--- src/rtl/sb_cfg_param.sv ---
// sb_cfg_param: configurable switch-block corner with a serially loaded
// shadow frame, parity-checked commit into the active routing configuration,
// and 2-bit-select routing muxes on the low NUM_PINS tracks of each side.
module sb_cfg_param #(
  parameter int CHAN_WIDTH = 10,
  parameter int NUM_PINS   = 7
) (
  input  logic                  prog_clk,
  input  logic                  pReset,
  input  logic                  ccff_head,
  input  logic                  ccff_en,
  input  logic                  cfg_commit,
  input  logic                  cfg_parity,
  input  logic [CHAN_WIDTH-1:0] chany_bottom_in,
  input  logic [CHAN_WIDTH-1:0] chanx_left_in,
  input  logic [NUM_PINS-1:0]   bottom_pin_in,
  input  logic [NUM_PINS-1:0]   left_pin_in,
  output logic [CHAN_WIDTH-1:0] chany_bottom_out,
  output logic [CHAN_WIDTH-1:0] chanx_left_out,
  output logic                  ccff_tail,
  output logic                  cfg_valid,
  output logic                  cfg_error,
  output logic                  cfg_busy
);

  // Frame length: two select bits per mux, NUM_PINS muxes on each of two sides.
  localparam int N  = 4 * NUM_PINS;
  localparam int CW = $clog2(N + 2);
  localparam logic [CW-1:0] CNT_FULL = CW'(N);
  localparam logic [CW-1:0] CNT_MAX  = CW'(N + 1);

  // Bit k of sh_r / active_r holds frame bit sh[k] / active[k].
  logic [N-1:0]  sh_r;
  logic [N-1:0]  active_r;
  logic [CW-1:0] cnt_r;
  logic          valid_r;
  logic          error_r;

  // Even parity of a whole frame; compared against the supplied cfg_parity.
  function automatic logic parity_f(input logic [N-1:0] v);
    return ^v;
  endfunction

  // Routing mux: 01 selects the pin, 10 the track, anything else drives 0.
  // Gated to 0 until a configuration has been committed.
  function automatic logic mux_f(input logic en, input logic [1:0] sel,
                                 input logic pin, input logic trk);
    logic y;
    y = 1'b0;
    if (en) begin
      case (sel)
        2'b01:   y = pin;
        2'b10:   y = trk;
        default: y = 1'b0;
      endcase
    end else begin
      y = 1'b0;
    end
    return y;
  endfunction

  // Shadow shift, bit counting and commit check; reset beats everything.
  // A commit coinciding with a shift is rejected but the shift still happens.
  always_ff @(posedge prog_clk) begin
    if (!pReset) begin
      sh_r     <= '0;
      active_r <= '0;
      cnt_r    <= '0;
      valid_r  <= 1'b0;
      error_r  <= 1'b0;
    end else if (ccff_en) begin
      sh_r <= {sh_r[N-2:0], ccff_head};
      if (cnt_r != CNT_MAX) begin
        cnt_r <= cnt_r + CW'(1);
      end
      if (cfg_commit) begin
        error_r <= 1'b1;
      end
    end else if (cfg_commit) begin
      cnt_r <= '0;
      if ((cnt_r == CNT_FULL) && (parity_f(sh_r) == cfg_parity)) begin
        active_r <= sh_r;
        valid_r  <= 1'b1;
        error_r  <= 1'b0;
      end else begin
        error_r  <= 1'b1;
      end
    end
  end

  assign ccff_tail = sh_r[N-1];
  assign cfg_valid = valid_r;
  assign cfg_error = error_r;
  assign cfg_busy  = (cnt_r != '0);

  // Configured tracks: bottom mux m=g uses active[2g],[2g+1]; left mux uses m=NUM_PINS+g.
  for (genvar g = 0; g < NUM_PINS; g++) begin : g_mux
    assign chany_bottom_out[g] = mux_f(valid_r,
                                       {active_r[2*g], active_r[2*g+1]},
                                       bottom_pin_in[g],
                                       chanx_left_in[(g+1)%CHAN_WIDTH]);
    assign chanx_left_out[g]   = mux_f(valid_r,
                                       {active_r[2*(g+NUM_PINS)], active_r[2*(g+NUM_PINS)+1]},
                                       left_pin_in[g],
                                       chany_bottom_in[(g+CHAN_WIDTH-1)%CHAN_WIDTH]);
  end

  // Remaining tracks are fixed wires that pass through regardless of configuration.
  for (genvar g = NUM_PINS; g < CHAN_WIDTH; g++) begin : g_short
    assign chany_bottom_out[g] = chanx_left_in[(g+1)%CHAN_WIDTH];
    assign chanx_left_out[g]   = chany_bottom_in[g-1];
  end

endmodule

--- config.mk ---
export PLATFORM = sky130hd
export DESIGN_NAME = sb_cfg_param
export DESIGN_NICKNAME = d
export VERILOG_FILES = /design/src/rtl/sb_cfg_param.sv
export SDC_FILE = /design/constraint.sdc
export NUM_CORES = 1
export LEC_CHECK = 0
export BUFFER_PORTS_ARGS = -buffer_cell sky130_fd_sc_hd__buf_4
export CAP_MARGIN = 20
export CELL_PAD_IN_SITES_DETAIL_PLACEMENT = 0
export CELL_PAD_IN_SITES_GLOBAL_PLACEMENT = 1
export CORE_ASPECT_RATIO = 1.25
export CORE_MARGIN = 2
export CORE_UTILIZATION = 46
export CTS_CLUSTER_SIZE = 10
export DETAILED_ROUTE_END_ITERATION = 7
export GPL_TIMING_DRIVEN = 1
export PLACE_DENSITY = 0.91
export SLEW_MARGIN = 5
export SYNTH_ARGS = -nofsm -noshare
export SYNTH_HDL_FRONTEND = slang
export SYNTH_SLANG_ARGS = --single-unit
export TNS_END_PERCENT = 30
--- constraint.sdc ---
create_clock -name prog_clk -period 5.53 [get_ports prog_clk]
set_input_delay 0 -clock prog_clk [delete_from_list [all_inputs] [get_ports prog_clk]]
set_output_delay 0 -clock prog_clk [all_outputs]
set_load 0.01 [all_outputs]
==> Word level (Yosys, flattened, before mapping) <==
Index checks and enable logic that the tools add are counted.
{ "classes": {"n_addsub": 1, "eq_ne": 32, "n_mux": 35, "bitwise_logic": 1, "n_reduce_logical": 6} }
{ "ops": {"columns": ["cell", "n"], "rows": [
  ["2-bit by 1-bit equality test with 1-bit output, second input constant", 14],
  ["2-bit equality test, second input constant", 14],
  ["1-bit one-hot mux with 2 select lines", 14],
  ["28-bit parity", 1],
  ["1-bit two-way mux", 18],
  ["5-bit two-way mux", 3],
  ["5-bit by 1-bit adder with 5-bit output, second input constant", 1],
  ["5-bit equality test, second input constant", 1],
  ["5-bit != test, second input constant", 1],
  ["5-bit nonzero test", 1],
  ["3-bit AND reduction", 1],
  ["2-bit by 1-bit != test with 1-bit output, second input constant", 1],
  ["2-bit AND reduction", 1],
  ["2-bit nonzero test", 1],
  ["1-bit equality test", 1],
  ["1-bit logical AND", 1],
  ["1-bit NOT", 1]
]} }
{ "word_totals": {"register_bits": 63, "input_bits": 40, "out_inout_bits": 24, "elab_cells": 80} }

==> Longest topological paths before layout <==
{ "depth": {"ltp_word": 6, "ltp_mapped": 8, "depth_no_buf": 8} }

==> Least setup slack after synthesis <==
OpenSTA, ideal clock, no wires.
{ "synth_timing": {"path_type": "register to register", "startpoint": "register sh_r[19]", "endpoint": "register active_r[0]", "setup_ns": 0.072, "arrival_ns": 2.382, "t_required_ns": 5.458, "setup_slack_ns": 3.077, "stages_incl_launch_ff": 8, "path_buffers": 1, "synth_period_minus_slack_ns": 2.453, "path_cell_list": "dfxtp_1 > xnor2_1 > xnor3_1 > xnor3_1 > xnor3_1 > nor4b_4 > buf_6 > mux2i_1"} }
{ "synth_via": {"elab_chain_cells": 4} }
{ "synth_rtl": {"columns": ["element", "line_no", "source"], "rows": [
  ["from (decl)", "33", "logic [N-1:0] sh_r;"],
  ["from (signal assigned)", "72", "sh_r <= {sh_r[N-2:0], ccff_head};"],
  ["28-bit parity", "41", "return ^v;"],
  ["1-bit equality test", "81", "if ((cnt_r == CNT_FULL) && (parity_f(sh_r) == cfg_parity)) begin"],
  ["1-bit logical AND", "81", null],
  ["3-bit AND reduction (no source line)", null, null],
  ["to (signal assigned)", "82", "active_r <= sh_r;"],
  ["to (decl)", "34", "logic [N-1:0] active_r;"]
]} }
No other way between the ends.
A chain may end at the register's enable or synchronous reset.

==> Final worst setup path <==
{ "layout_timing": {"startpoint": "register sh_r[19]", "endpoint": "register active_r[8]"} }
Same word-level chain as after synthesis.

==> results.cfg <==
[outcome]
status = finished, final reports clean

[sta]
fmax_mhz = 354
tns_ns = 0
rsz0062_at_grt = false
max-slew-margin-rel_pct = 49.8
finalCritPeriodShare_pct = 51.1
hold_viol_final = 0
drv_slew = 0
finalSetupViolations = 0
skew_ns = 0.00947
tightest_slew_ns = 0.753
period_minus_slack_ns = 2.82

[final_layout]
seq_area_sq_mm = 0.00126
fin_cells = 505
multiInputGateArea_sq_mm = 0.00198
n_antenna_cell = 0
nets = 480
syn_to_final_growth_pct = 17.2
final_core_util_pct = 55.6
drive_above_1_share_pct = 16.7
fillers = 670

[critical_path]
crit_path_max_fanout = 30
cp.arrival_ns = 3.08
reg2reg_slack_ns = 2.71
critPathKind = flip-flop to flip-flop
end_kind = flip-flop
start_kind = flip-flop
required_ns = 5.79

[drt]
drc_errors = 0
wire_per_inst_microns = 11.9
avgViaCountPerCell = 4.84
first_pass_iters = 4
vias = 2446
ant_nets = 0
drtIter0Drc = 93
wl_mm = 6.02

[clock_tree]
cts.sinks = 63
hold_buffers = 2
numCtsBuffers = 9
insertion_delay_ns = 0.33
clk_pin_slew_ns = 0.07
post_cts_buffers = 0
htreeDepth = 3
cts_buffer_depth = 2
clock-root-buffer = clkbuf_8
cts_resized = 0
cts_tree = done

[die]
num_rows = 35
die_x_microns = 81.9
io_pins = 64
fp.dieH_microns = 101
core_area_sq_mm = 0.00736
initial_core_util_pct = 47.4
dieArea_sq_mm = 0.00831

[synth]
syn_nets = 439
synth_cell_types = 26
synth_seq_cells = 63
syn_area_per_cell_sq_um = 9.49
ys_seq_area_share_pct = 36.1
ys.warnings.count = 0
syn_inst = 368
netlist_area_sq_mm = 0.00349

[pwr]
ir_drop_v = 0.000175
power_mw = 0.947
power.leakage_nw = 1.55
powerDensity_mw_per_mm2 = 231

[grt]
grt_pass1_vias = 2375
grt_max_degree = 90
grt_overflow = 0
antenna_found_initial = 0
grt_pass1_wl_mm = 10.2
grt_usage_pct = 15.6

[worst_hold_path]
worst_hold_path_type = input pin to output pin

[placed_design]
io_buffers = 51
hpwl_mm = 4.22
place_inst = 488
gp_congestion = 0.770

[run]
drv_cap = 0
worst paths after layout:
kind,depth (start not counted),from,end
worst max-delay path,7,sh_r[19],active_r[8]
worst min-delay path,0,chanx_left_in[8],chany_bottom_out[7]
worst max register to register,7,sh_r[19],active_r[8]
worst min register to register,2,active_r[5],active_r[5]
state kept, by name (all words and copies together), names as in the netlist:
| name | cells |
|---|---|
| active_r | 28 |
| cfg_valid | 1 |
| cnt_r | 5 |
| sh_r | 28 |
| cfg_error | 1 |
metal layers:
layer	wire length (microns)	track usage, %	vias up
met4	123	7.31	0
met1	2720	18.2	1130
met2	2970	27.5	31
met5	0	0	-
li1	-	-	1275
met3	212	2.58	10
cell usage after synthesis:
| cell | n | share of area [%] |
|---|---|---|
| nor3b_1 | 14 | 3.0 |
| and2_1 | 2 | 0.36 |
| a22oi_1 | 14 | 3.0 |
| nand3_1 | 2 | 0.29 |
| inv_1 | 30 | 3.2 |
| xnor3_1 | 3 | 1.9 |
| xor2_1 | 6 | 1.5 |
| mux2i_1 | 56 | 16 |
| nand2b_1 | 1 | 0.18 |
| buf_6 | 3 | 0.97 |
| nand4_1 | 3 | 0.54 |
| nor4b_4 | 1 | 0.68 |
| buf_1 | 2 | 0.22 |
| nand2_1 | 62 | 6.7 |
| xnor2_2 | 1 | 0.47 |
| ha_1 | 31 | 11 |
| buf_4 | 6 | 1.3 |
| dfxtp_1 | 63 | 36 |
| nor2_1 | 4 | 0.43 |
| clkbuf_1 | 13 | 1.4 |
| or4b_2 | 1 | 0.29 |
| a21boi_0 | 1 | 0.22 |
| nor2b_1 | 28 | 5.0 |
| xnor2_1 | 18 | 4.5 |
| o21ai_0 | 2 | 0.29 |
| o21a_1 | 1 | 0.22 |
kinds of logic after synthesis:
family | share of synthesized area (%)
mux | 16.1
xor+xnor | 8.42
compound gates | 3.73
buf+inv | 7.10
flops | 36.1
simple gates | 17.5
fa+ha+maj | 11.1
metrics by stage:
stage	area (sq um)	setup slack [ns]	hold slack (ns)
floorplan	3490	3.08	0.0918
global placement	3860	2.83	0.0000749
detailed placement	3860	2.70	0.0000749
CTS	4090	2.68	0.0000749
global route	4090	2.53	0.0000290
finish	4090	2.71	0.00000445
worst max-delay path, cell delays in order (launching register included):
cell and delay, ns:
dfxtp_1 0.38, xnor2_1 0.14, xnor3_1 0.41, xnor3_1 0.38, xnor3_1 0.43, nor4b_4 0.28, buf_4 0.47, mux2i_1 0.25
layout by cell type, fill, tap and decap left out:
cell           instances
a21boi_0               1
a22oi_1               14
and2_1                 2
buf_4                 52
bufinv_16              2
clkbuf_1               1
clkbuf_8              10
clkinv_2               2
dfxtp_1               63
dlygate4sd3_1          2
ha_1                  31
inv_1                 30
mux2i_1               56
nand2_1               62
nand2b_1               1
nand3_1                2
nand4_1                3
nor2_1                 4
nor2b_1               28
nor3b_1               14
nor4b_4                1
o21a_1                 1
o21ai_0                2
or4b_2                 1
xnor2_1               18
xnor2_2                1
xnor3_1                3
xor2_1                 6
power by group:
group | switching (mW) | internal [mW] | leakage, nW
registers | 0.00224 | 0.456 | 0.508
clock network | 0.169 | 0.262 | 0.109
logic | 0.0261 | 0.0316 | 0.929
final cells by class:
class	count	share of cell area (%)
tap	92	2.81
inverter	30	2.75
timing repair buffer	54	10.0
multi-input combinational	251	48.4
clock buffer	11	3.45
clock inverter	4	1.71
sequential	63	30.8
Power figures use the tool's default switching activity.
